[src/rtl/mux_rr_arb_if.sv]
// Channel bundle for mux_rr_arb: CHANNELS producer beats in, one registered beat out.
// master drives producers and the consumer ready; slave is the mux itself.
interface mux_rr_arb_if #(
  parameter int WIDTH    = 16,
  parameter int CHANNELS = 8
);
  localparam int SELW = $clog2(CHANNELS);

  logic [CHANNELS*WIDTH-1:0] in_data;
  logic [CHANNELS-1:0]       in_valid;
  logic [CHANNELS-1:0]       in_ready;
  logic [WIDTH-1:0]          out_data;
  logic [SELW-1:0]           out_sel;
  logic                      out_valid;
  logic                      out_ready;

  modport master (
    output in_data, in_valid, out_ready,
    input  in_ready, out_data, out_sel, out_valid
  );

  modport slave (
    input  in_data, in_valid, out_ready,
    output in_ready, out_data, out_sel, out_valid
  );
endinterface

[src/rtl/mux_rr_arb.sv]
// Registered N:1 mux, round-robin or forced select; 1-cycle latency, 1 beat/cycle, inputs stall while a held beat waits.
// MUX_RR_ARB_CNT_EN adds the xfer_count output-beat counter.
module mux_rr_arb #(
  parameter int WIDTH    = 16,
  parameter int CHANNELS = 8,
  localparam int SELW    = $clog2(CHANNELS)
) (
  input  logic            clk,
  input  logic            reset_n,
  input  logic            force_en,
  input  logic [SELW-1:0] force_sel,
`ifdef MUX_RR_ARB_CNT_EN
  output logic [15:0]     xfer_count,
`endif
  mux_rr_arb_if.slave     bus
);

  logic [SELW-1:0]     ptr;
  logic                load;
  logic                gnt_vld;
  logic [SELW-1:0]     gnt_idx;
  logic [CHANNELS-1:0] gnt_oh;
  logic [WIDTH-1:0]    gnt_dat;
  logic [CHANNELS-1:0] rot;
  int                  rr_idx;

  assign load = !bus.out_valid || bus.out_ready;

  always_comb begin
    gnt_vld = 1'b0;
    gnt_idx = '0;
    gnt_oh  = '0;
    gnt_dat = '0;
    rr_idx  = 0;
    // rot[k] is the request of channel ptr+k, so the first set bit wins
    rot     = CHANNELS'({bus.in_valid, bus.in_valid} >> ptr);
    if (force_en) begin
      for (int i = 0; i < CHANNELS; i++) begin
        if (i == int'(force_sel) && bus.in_valid[i]) begin
          gnt_vld = 1'b1;
          gnt_idx = SELW'(i);
        end
      end
    end else begin
      for (int k = 0; k < CHANNELS; k++) begin
        if (!gnt_vld && rot[k]) begin
          gnt_vld = 1'b1;
          rr_idx  = int'(ptr) + k;
          if (rr_idx >= CHANNELS) rr_idx = rr_idx - CHANNELS;
          gnt_idx = SELW'(rr_idx);
        end
      end
    end
    for (int i = 0; i < CHANNELS; i++) begin
      if (gnt_vld && int'(gnt_idx) == i) begin
        gnt_oh[i] = 1'b1;
        gnt_dat   = bus.in_data[i*WIDTH +: WIDTH];
      end
    end
  end

  assign bus.in_ready = (reset_n && load) ? gnt_oh : '0;

  always_ff @(posedge clk or negedge reset_n) begin
    if (!reset_n) begin
      bus.out_valid <= 1'b0;
      bus.out_data  <= '0;
      bus.out_sel   <= '0;
      ptr           <= '0;
    end else if (load) begin
      if (gnt_vld) begin
        bus.out_valid <= 1'b1;
        bus.out_data  <= gnt_dat;
        bus.out_sel   <= gnt_idx;
        if (!force_en)
          ptr <= (int'(gnt_idx) == CHANNELS - 1) ? '0 : gnt_idx + 1'b1;
      end else begin
        bus.out_valid <= 1'b0;
      end
    end
  end

`ifdef MUX_RR_ARB_CNT_EN
  always_ff @(posedge clk or negedge reset_n) begin
    if (!reset_n)
      xfer_count <= '0;
    else if (bus.out_valid && bus.out_ready)
      xfer_count <= xfer_count + 16'd1;
  end
`endif

endmodule

[src/flat_wrapper.sv]
// flat-port wrapper written by rule: the top's interface ports become plain ports
module mux_rr_arb_flat 
#(
  parameter int WIDTH    = 16,
  parameter int CHANNELS = 8,
  localparam int SELW    = $clog2(CHANNELS)
)
  (clk, reset_n, force_en, force_sel, bus_in_data, bus_in_valid, bus_out_ready, bus_in_ready, bus_out_data, bus_out_sel, bus_out_valid);
  mux_rr_arb_if #(.WIDTH(WIDTH), .CHANNELS(CHANNELS)) bus_i ();
  input  logic clk;
  input  logic reset_n;
  input  logic force_en;
  input  logic [SELW-1:0] force_sel;
  input wire logic [$bits(bus_i.in_data)-1:0] bus_in_data;
  input wire logic [$bits(bus_i.in_valid)-1:0] bus_in_valid;
  input wire logic [$bits(bus_i.out_ready)-1:0] bus_out_ready;
  output wire logic [$bits(bus_i.in_ready)-1:0] bus_in_ready;
  output wire logic [$bits(bus_i.out_data)-1:0] bus_out_data;
  output wire logic [$bits(bus_i.out_sel)-1:0] bus_out_sel;
  output wire logic [$bits(bus_i.out_valid)-1:0] bus_out_valid;
  assign bus_i.in_data = bus_in_data;
  assign bus_i.in_valid = bus_in_valid;
  assign bus_i.out_ready = bus_out_ready;
  assign bus_in_ready = bus_i.in_ready;
  assign bus_out_data = bus_i.out_data;
  assign bus_out_sel = bus_i.out_sel;
  assign bus_out_valid = bus_i.out_valid;
  mux_rr_arb #(.WIDTH(WIDTH), .CHANNELS(CHANNELS)) u_core (.clk(clk), .reset_n(reset_n), .force_en(force_en), .force_sel(force_sel), .bus(bus_i));
endmodule
[config.mk]
export PLATFORM = sky130hd
export DESIGN_NAME = mux_rr_arb_flat
export DESIGN_NICKNAME = d
export VERILOG_FILES = /design/src/rtl/mux_rr_arb_if.sv /design/src/rtl/mux_rr_arb.sv /design/src/flat_wrapper.sv
export SDC_FILE = /design/constraint.sdc
export NUM_CORES = 1
export LEC_CHECK = 0
export BUFFER_PORTS_ARGS = -buffer_cell sky130_fd_sc_hd__buf_2
export CELL_PAD_IN_SITES_DETAIL_PLACEMENT = 1
export CELL_PAD_IN_SITES_GLOBAL_PLACEMENT = 1
export CORE_UTILIZATION = 35
export DETAILED_ROUTE_END_ITERATION = 10
export PLACE_DENSITY = 0.92
export SLEW_MARGIN = 30
export SYNTH_ARGS = -nofsm -noshare
export SYNTH_HDL_FRONTEND = slang
export SYNTH_SLANG_ARGS = --single-unit
[constraint.sdc]
create_clock -name clk -period 6.3 [get_ports clk]
set_clock_uncertainty 0.1 [all_clocks]
set_input_delay 0.63 -clock clk [delete_from_list [all_inputs] [get_ports clk]]
set_output_delay 0.63 -clock clk [all_outputs]
set_load 0.01 [all_outputs]
### Yosys cells after proc, flatten, opt, wreduce, memory -nomap -nowiden

Cells that the tools add are included.
Widths: inputs -> output; s select.

| word-level totals | value |
|---|---|
| logic and storage cells | 148 |
| input port bits | 143 |
| bits in registers | 23 |

| operators by class | value |
|---|---|
| add/sub/neg operators | 16 |
| magnitude comparators | 8 |
| shifts and indexed selects | 1 |
| bitwise gates (word level) | 1 |
| muxes and demuxes | 67 |
| equal/unequal tests | 14 |
| reductions and logical operators | 37 |

Operators with widths:

| operator | number |
|---|---|
| $mux 16 | 8 |
| $mux 3 | 22 |
| $mux 1 | 34 |
| $ge 4x4->1 const B | 7 |
| $logic_and 1x1->1 | 24 |
| $sub 3x1->3 const B | 8 |
| $add 3x3->4 const B | 4 |
| $shr 16x3->8 | 1 |
| $eq 3x3->1 const A | 4 |
| $eq 3x3->1 const B | 4 |
| $add 3x2->4 const B | 2 |
| $logic_not 1->1 | 8 |
| $mux 8 | 1 |
| $eq 2x3->1 const A | 2 |
| $eq 3x2->1 const B | 2 |
| $logic_not 3->1 | 2 |
| $add 3x1->4 const B | 1 |
| $ge 3x4->1 const B | 1 |
| $mux 2 | 2 |
| $add 3x1->3 const B | 1 |
| $eq 1x3->1 const A | 1 |
| $eq 3x1->1 const B | 1 |
| $reduce_and 3->1 | 1 |
| $reduce_and 2->1 | 1 |
| 2 further kinds | 2 |

### Longest topological paths before layout

| logic depth | value |
|---|---|
| depth in word-level cells | 41 |
| mapped depth | 23 |
| gate-level depth less buffers | 17 |

### Worst setup path after synthesis

OpenSTA, ideal clock, no wires.

| timing path | value |
|---|---|
| kind | input-to-output |
| start point | in bus_in_valid[4] |
| end point | out bus_in_ready[6] |
| setup slack | 1.751 ns |
| required time | 5.570 ns |
| path buffers | 4 |
| arrival time | 3.819 ns |
| stages on the path | 15 |
| path through | clkbuf_1 mux4_2 mux2i_2 nand3_1 nand3b_1 a41oi_1 a21oi_1 a21oi_1 o21a_1 ha_1 clkbuf_1 clkbuf_1 nand2_1 buf_4 nor2_1 |

| on the way | value |
|---|---|
| word-level cells in the longest chain between the ends | 35 |
| elaborated cells on any way between the ends | 53 |
| classes of those cells | eq/ne (1); shift (1); mux (35); reduce/logical (16) |

RTL lines:

| what | line | source |
|---|---|---|
| from (decl) | flat_wrapper.sv:15 | `input wire logic [$bits(bus_i.in_valid)-1:0] bus_in_valid;` |
| $shr 16x3->8 | mux_rr_arb.sv:36 | `rot = CHANNELS'({bus.in_valid, bus.in_valid} >> ptr);` |
| $mux 1 | mux_rr_arb.sv:46 | `if (!gnt_vld && rot[k]) begin` |
| $mux 1 | mux_rr_arb.sv:37 | `if (force_en) begin` |
| $logic_not 1->1 | mux_rr_arb.sv:46 |  |
| $logic_and 1x1->1 | mux_rr_arb.sv:46 |  |
| $mux 1 | mux_rr_arb.sv:46 |  |
| $mux 1 | mux_rr_arb.sv:37 |  |
| $logic_not 1->1 | mux_rr_arb.sv:46 |  |
| (+20 left out) | -- |  |
| $logic_and 1x1->1 | mux_rr_arb.sv:46 |  |
| $mux 3 | mux_rr_arb.sv:46 |  |
| $mux 3 * | mux_rr_arb.sv:37 |  |
| named net u_core.gnt_idx[1] | mux_rr_arb.sv:21 | `logic [SELW-1:0] gnt_idx;` |
| $eq 3x2->1 * | mux_rr_arb.sv:55 | `if (gnt_vld && int'(gnt_idx) == i) begin` |
| $logic_and 1x1->1 * | mux_rr_arb.sv:55 |  |
| $mux 1 * | mux_rr_arb.sv:55 |  |
| $mux 8 * | mux_rr_arb.sv:62 | `assign bus.in_ready = (reset_n && load) ? gnt_oh : '0;` |
| to (decl) | flat_wrapper.sv:17 | `output wire logic [$bits(bus_i.in_ready)-1:0] bus_in_ready;` |

Mark *: on every way through the listed nets, which the timed path passes. The rest lies on a longest branch. The select of a mux whose other input is x is not followed.

### Worst setup path in the final report

| timing path | value |
|---|---|
| start point | reg u_core.ptr[0] |
| end point | reg u_core.bus.out_data[0] |

| on the way | value |
|---|---|
| word-level cells in the longest chain between the ends | 41 |
| elaborated cells on any way between the ends | 96 |
| classes of those cells | add/sub (15); order compare (8); eq/ne (7); shift (1); mux (41); reduce/logical (24) |

RTL lines:

| what | line | source |
|---|---|---|
| from (decl) | mux_rr_arb.sv:18 | `logic [SELW-1:0] ptr;` |
| from (signal assigned) | mux_rr_arb.sv:76 | `ptr <= (int'(gnt_idx) == CHANNELS - 1) ? '0 : gnt_idx + 1'b1;` |
| $shr 16x3->8 | mux_rr_arb.sv:36 |  |
| $mux 1 | mux_rr_arb.sv:46 |  |
| $mux 1 | mux_rr_arb.sv:37 |  |
| $logic_not 1->1 | mux_rr_arb.sv:46 |  |
| $logic_and 1x1->1 | mux_rr_arb.sv:46 |  |
| $mux 1 | mux_rr_arb.sv:46 |  |
| $mux 1 | mux_rr_arb.sv:37 |  |
| $logic_not 1->1 | mux_rr_arb.sv:46 |  |
| (+20 left out) | -- |  |
| $logic_and 1x1->1 | mux_rr_arb.sv:46 |  |
| $mux 3 * | mux_rr_arb.sv:46 |  |
| $mux 3 * | mux_rr_arb.sv:37 |  |
| named net u_core.gnt_idx[1] | mux_rr_arb.sv:21 |  |
| $logic_not 3->1 | mux_rr_arb.sv:55 |  |
| $logic_and 1x1->1 | mux_rr_arb.sv:55 |  |
| $mux 16 (7 in series) | mux_rr_arb.sv:55 |  |
| $mux 16 * | mux_rr_arb.sv:55 |  |
| to (signal assigned) | mux_rr_arb.sv:73 | `bus.out_data <= gnt_dat;` |
| to (decl) | mux_rr_arb_if.sv:24 | `output in_ready, out_data, out_sel, out_valid` |

Marks and branches as above.
A chain may end at the register's enable or synchronous reset.

==> results.py <==
metrics = {
    "timing": {
        "clock.fmax_mhz": 175,
        "hold_viol": 0,
        "rsz0062_at_grt": "no",
        "relSlewSlack_pct": 43.6,
        "finalCriticalPeriod_ps": 5710,
        "setup_viol": 0,
        "period_share_pct": 90.7,
        "tightest_slew_ps": 847,
        "drv_slew": 0,
        "final.setup.tns_ps": 0,
    },
    "drt": {
        "vias": 4338,
        "routed_via_density": 6.21,
        "first_iter_violations": 236,
        "drt_pass1_iterations": 4,
        "wl_per_cell_um": 20.8,
        "drc": 0,
        "drt-total-wl_um": 14500,
        "ant_nets": 0,
    },
    "run": {
        "cap_violations": 0,
    },
    "critical_path": {
        "slowest_stage": "dfrtp_1",
        "worstPathMaxFanout": 20,
        "rrSetupSlack_ps": 590,
        "critPathCaptureType": "flop",
        "crit_type": "reg2reg",
        "cp_top_family": "simple AND/OR/NAND/NOR gates",
        "cp_cell_sequence": "mux4_2 -> nor4_1 -> nand3_1 -> nand3b_1 -> a41oi_1 -> a21oi_1 -> a21oi_1 -> o21a_1 -> inv_1 -> ha_1 -> nor2b_1 -> buf_4 -> a22oi_1 -> nor2_1 -> a21oi_1 -> nor4_1 -> o221ai_1 -> a221oi_1",
        "critPathMaxStageDelay_ps": 890,
        "cp.required_ps": 6380,
        "cp-start-kind": "flop",
        "crit_buf_inv": 2,
        "worst_path_most_repeated_cell": "a21oi_1",
        "arrival_ps": 5790,
    },
    "logic_synthesis": {
        "synth_cell_types": 60,
        "netlist.area_leader.share_pct": 16.9,
        "synth.avg_cell_area_um2": 7.79,
        "synth_ff_type": "dfrtp_1",
        "async_flop_share_pct": 100,
        "synth_area_mm2": 0.00340,
        "yosys-top-cells-area": "dfrtp_1, mux4_2, a32o_1",
        "syn_inst": 437,
        "ys_seq_area_share_pct": 16.9,
        "ys_ff_latch": 23,
        "synth_area_leader_cell": "dfrtp_1",
        "synth_edf_count": 0,
        "synth_fp_nets": 588,
        "ys_warn_count": 0,
    },
    "layout": {
        "n_antenna_cell": 0,
        "syn2layout_area_growth_pct": 26.9,
        "drive_above_1_share_pct": 37.7,
        "num-nets-final": 722,
        "post-route-util_pct": 46.3,
    },
    "cts": {
        "cts.sinks": 23,
        "post_cts_resized": 0,
        "cts_buffer_depth": 2,
        "cts_root_buf": "clkbuf_8",
        "htreeDepth": 1,
        "hold_buffers": 0,
        "cts_made_buffers": 3,
        "post_cts_buffers": 0,
        "clkLatencyLatePin_ps": 270,
        "clk_pin_slew_ps": 90,
        "cts_tree": "done",
    },
    "grt": {
        "grt_util_all_layers_pct": 28.5,
        "globalRouteOverflowTotal": 0,
        "grt_start_max_net_pins": 43,
        "grt_pass1_wl_um": 22700,
        "grt_pass1_vias": 4425,
        "antenna_found_initial": 0,
    },
    "placement": {
        "place.gp.congestion": 0.919,
        "port_buffers": 170,
        "dp_hpwl_um": 11300,
    },
    "outcome": {
        "outcome": "complete, no violations",
    },
    "floorplanning": {
        "io_pins": 171,
        "dieHeight_um": 101,
        "rows": 35,
        "initial_core_util_pct": 36.5,
        "dieArea_mm2": 0.0101,
        "dieWidth_um": 101,
        "core_area_mm2": 0.00933,
    },
    "min_path": {
        "hold_path_class": "in2async",
    },
    "power_and_ir_drop": {
        "ir_drop_mv": 0.150,
        "p_per_area_mw_per_mm2": 432,
        "p_leak_uw": 0.00188,
    },
}
-- power by group --
group	internal [µW]	leakage [µW]	total, µW	switching (µW)
Clock	45.3	0.0000228	97.6	52.3
Combinational	605	0.00159	1470	869
Sequential	219	0.000272	294	75.1
-- Yosys cell counts, types with 7 or more instances --
| cell type | number |
|---|---|
| ha_1 | 8 |
| nor2b_1 | 9 |
| a21oi_1 | 27 |
| a22oi_1 | 14 |
| nor2_1 | 35 |
| mux4_2 | 11 |
| nand3b_1 | 13 |
| nand2_1 | 42 |
| nor4_1 | 15 |
| nand3_1 | 16 |
| dfrtp_1 | 23 |
| a221oi_1 | 8 |
| clkbuf_1 | 34 |
| buf_2 | 8 |
| a32o_1 | 17 |
| mux2_2 | 12 |
| o221ai_1 | 14 |
| inv_1 | 12 |
| a41oi_1 | 11 |
| mux2i_1 | 14 |
| nand2b_1 | 7 |
| o21ai_0 | 24 |
-- logic make-up after synthesis --
| kind of cell | synth area share (%) |
|---|---|
| XOR/XNOR | 0.515 |
| AND/OR/NAND/NOR | 23.7 |
| adder cells (fa/ha/maj) | 2.94 |
| flip-flops | 16.9 |
| multiplexers | 15.8 |
| AO/OA/AOI/OAI | 32.3 |
| buffers and inverters | 7.90 |
-- metrics by stage --
| stage | hold slack [ps] | power (µW) | setup slack [ps] | cells | instance area (µm²) |
|---|---|---|---|---|---|
| after floorplan | 234 | 1330 | 1750 | 437 | 3400 |
| after global placement | 389 | 1690 | 936 | 694 | 4260 |
| after detailed placement | 383 | 1740 | 742 | 694 | 4260 |
| after CTS | 267 | 1840 | 605 | 698 | 4310 |
| after global routing | 296 | 2020 | 250 | 699 | 4320 |
| final | 253 | 1870 | 586 | 699 | 4320 |
-- worst register-to-register path: stages, from the launching register on --
cell and delay [ps]:
dfrtp_1 890, mux4_2 630, nor4_1 530, nand3_1 270, nand3b_1 260, a41oi_1 240, a21oi_1 70, a21oi_1 140
o21a_1 230, inv_1 90, ha_1 460, nor2b_1 210, buf_4 230, a22oi_1 100, nor2_1 130, a21oi_1 60
nor4_1 430, o221ai_1 220, a221oi_1 320
-- layout by cell type, fill, tap and decap left out, types with 2 or more instances in the layout --
| cell | instances |
|---|---|
| nand2b_1 | 7 |
| buf_2 | 170 |
| dfrtp_1 | 23 |
| a22oi_1 | 14 |
| mux2_2 | 12 |
| nand3b_1 | 13 |
| a221oi_1 | 8 |
| mux4_2 | 11 |
| o221ai_1 | 14 |
| inv_1 | 12 |
| o21bai_1 | 2 |
| o211ai_1 | 2 |
| a32o_1 | 17 |
| nor2_1 | 34 |
| and2_1 | 6 |
| buf_4 | 7 |
| and3_1 | 4 |
| nor2b_1 | 9 |
| ha_1 | 8 |
| or3_1 | 3 |
| nor3_1 | 2 |
| o21ai_0 | 24 |
| nand2_1 | 42 |
| o221a_2 | 3 |
| a211oi_1 | 2 |
| o22a_1 | 2 |
| o2111ai_1 | 2 |
| a21oi_1 | 27 |
| nor4_1 | 15 |
| nand4_1 | 3 |
| mux2i_1 | 14 |
| clkbuf_8 | 3 |
| nand3_1 | 16 |
| a221o_1 | 2 |
| a41oi_1 | 11 |
-- cell type report --
class | instances | area, µm²
multi-input cells | 353 | 2570
fillers | 1221 | 5010
well taps | 129 | 161
repair buffers | 178 | 918
inverters | 12 | 45.0
flip-flops and latches | 23 | 576
clock buffers | 4 | 45.0
-- final timing paths --
path / start / end / cells after the start
max: u_core.ptr[0] / u_core.bus.out_data[0] / 18
min: reset_n / u_core.bus.out_data[9] / 1
max reg2reg: u_core.ptr[0] / u_core.bus.out_data[0] / 18
min reg2reg: u_core.bus.out_sel[0] / u_core.bus.out_sel[0] / 2
max in group asynchronous: reset_n / u_core.bus.out_data[5] / 1
min in group clk: u_core.bus.out_sel[0] / u_core.bus.out_sel[0] / 2
-- per-layer routing --
metal	up-vias	track usage, %	part of all wire, %
met1	2095	33.7	37
met5	-	0	0
met3	54	3.95	6.5
li1	1970	-	-
met2	219	50.7	51
met4	0	13.8	5.2
-- registers in the layout, indices dropped and copies added (netlist names) --
signal                flops
u_core.bus.out_valid      1
u_core.bus.out_sel        3
u_core.ptr                3
u_core.bus.out_data      16
(Power assumes the default switching activity.)
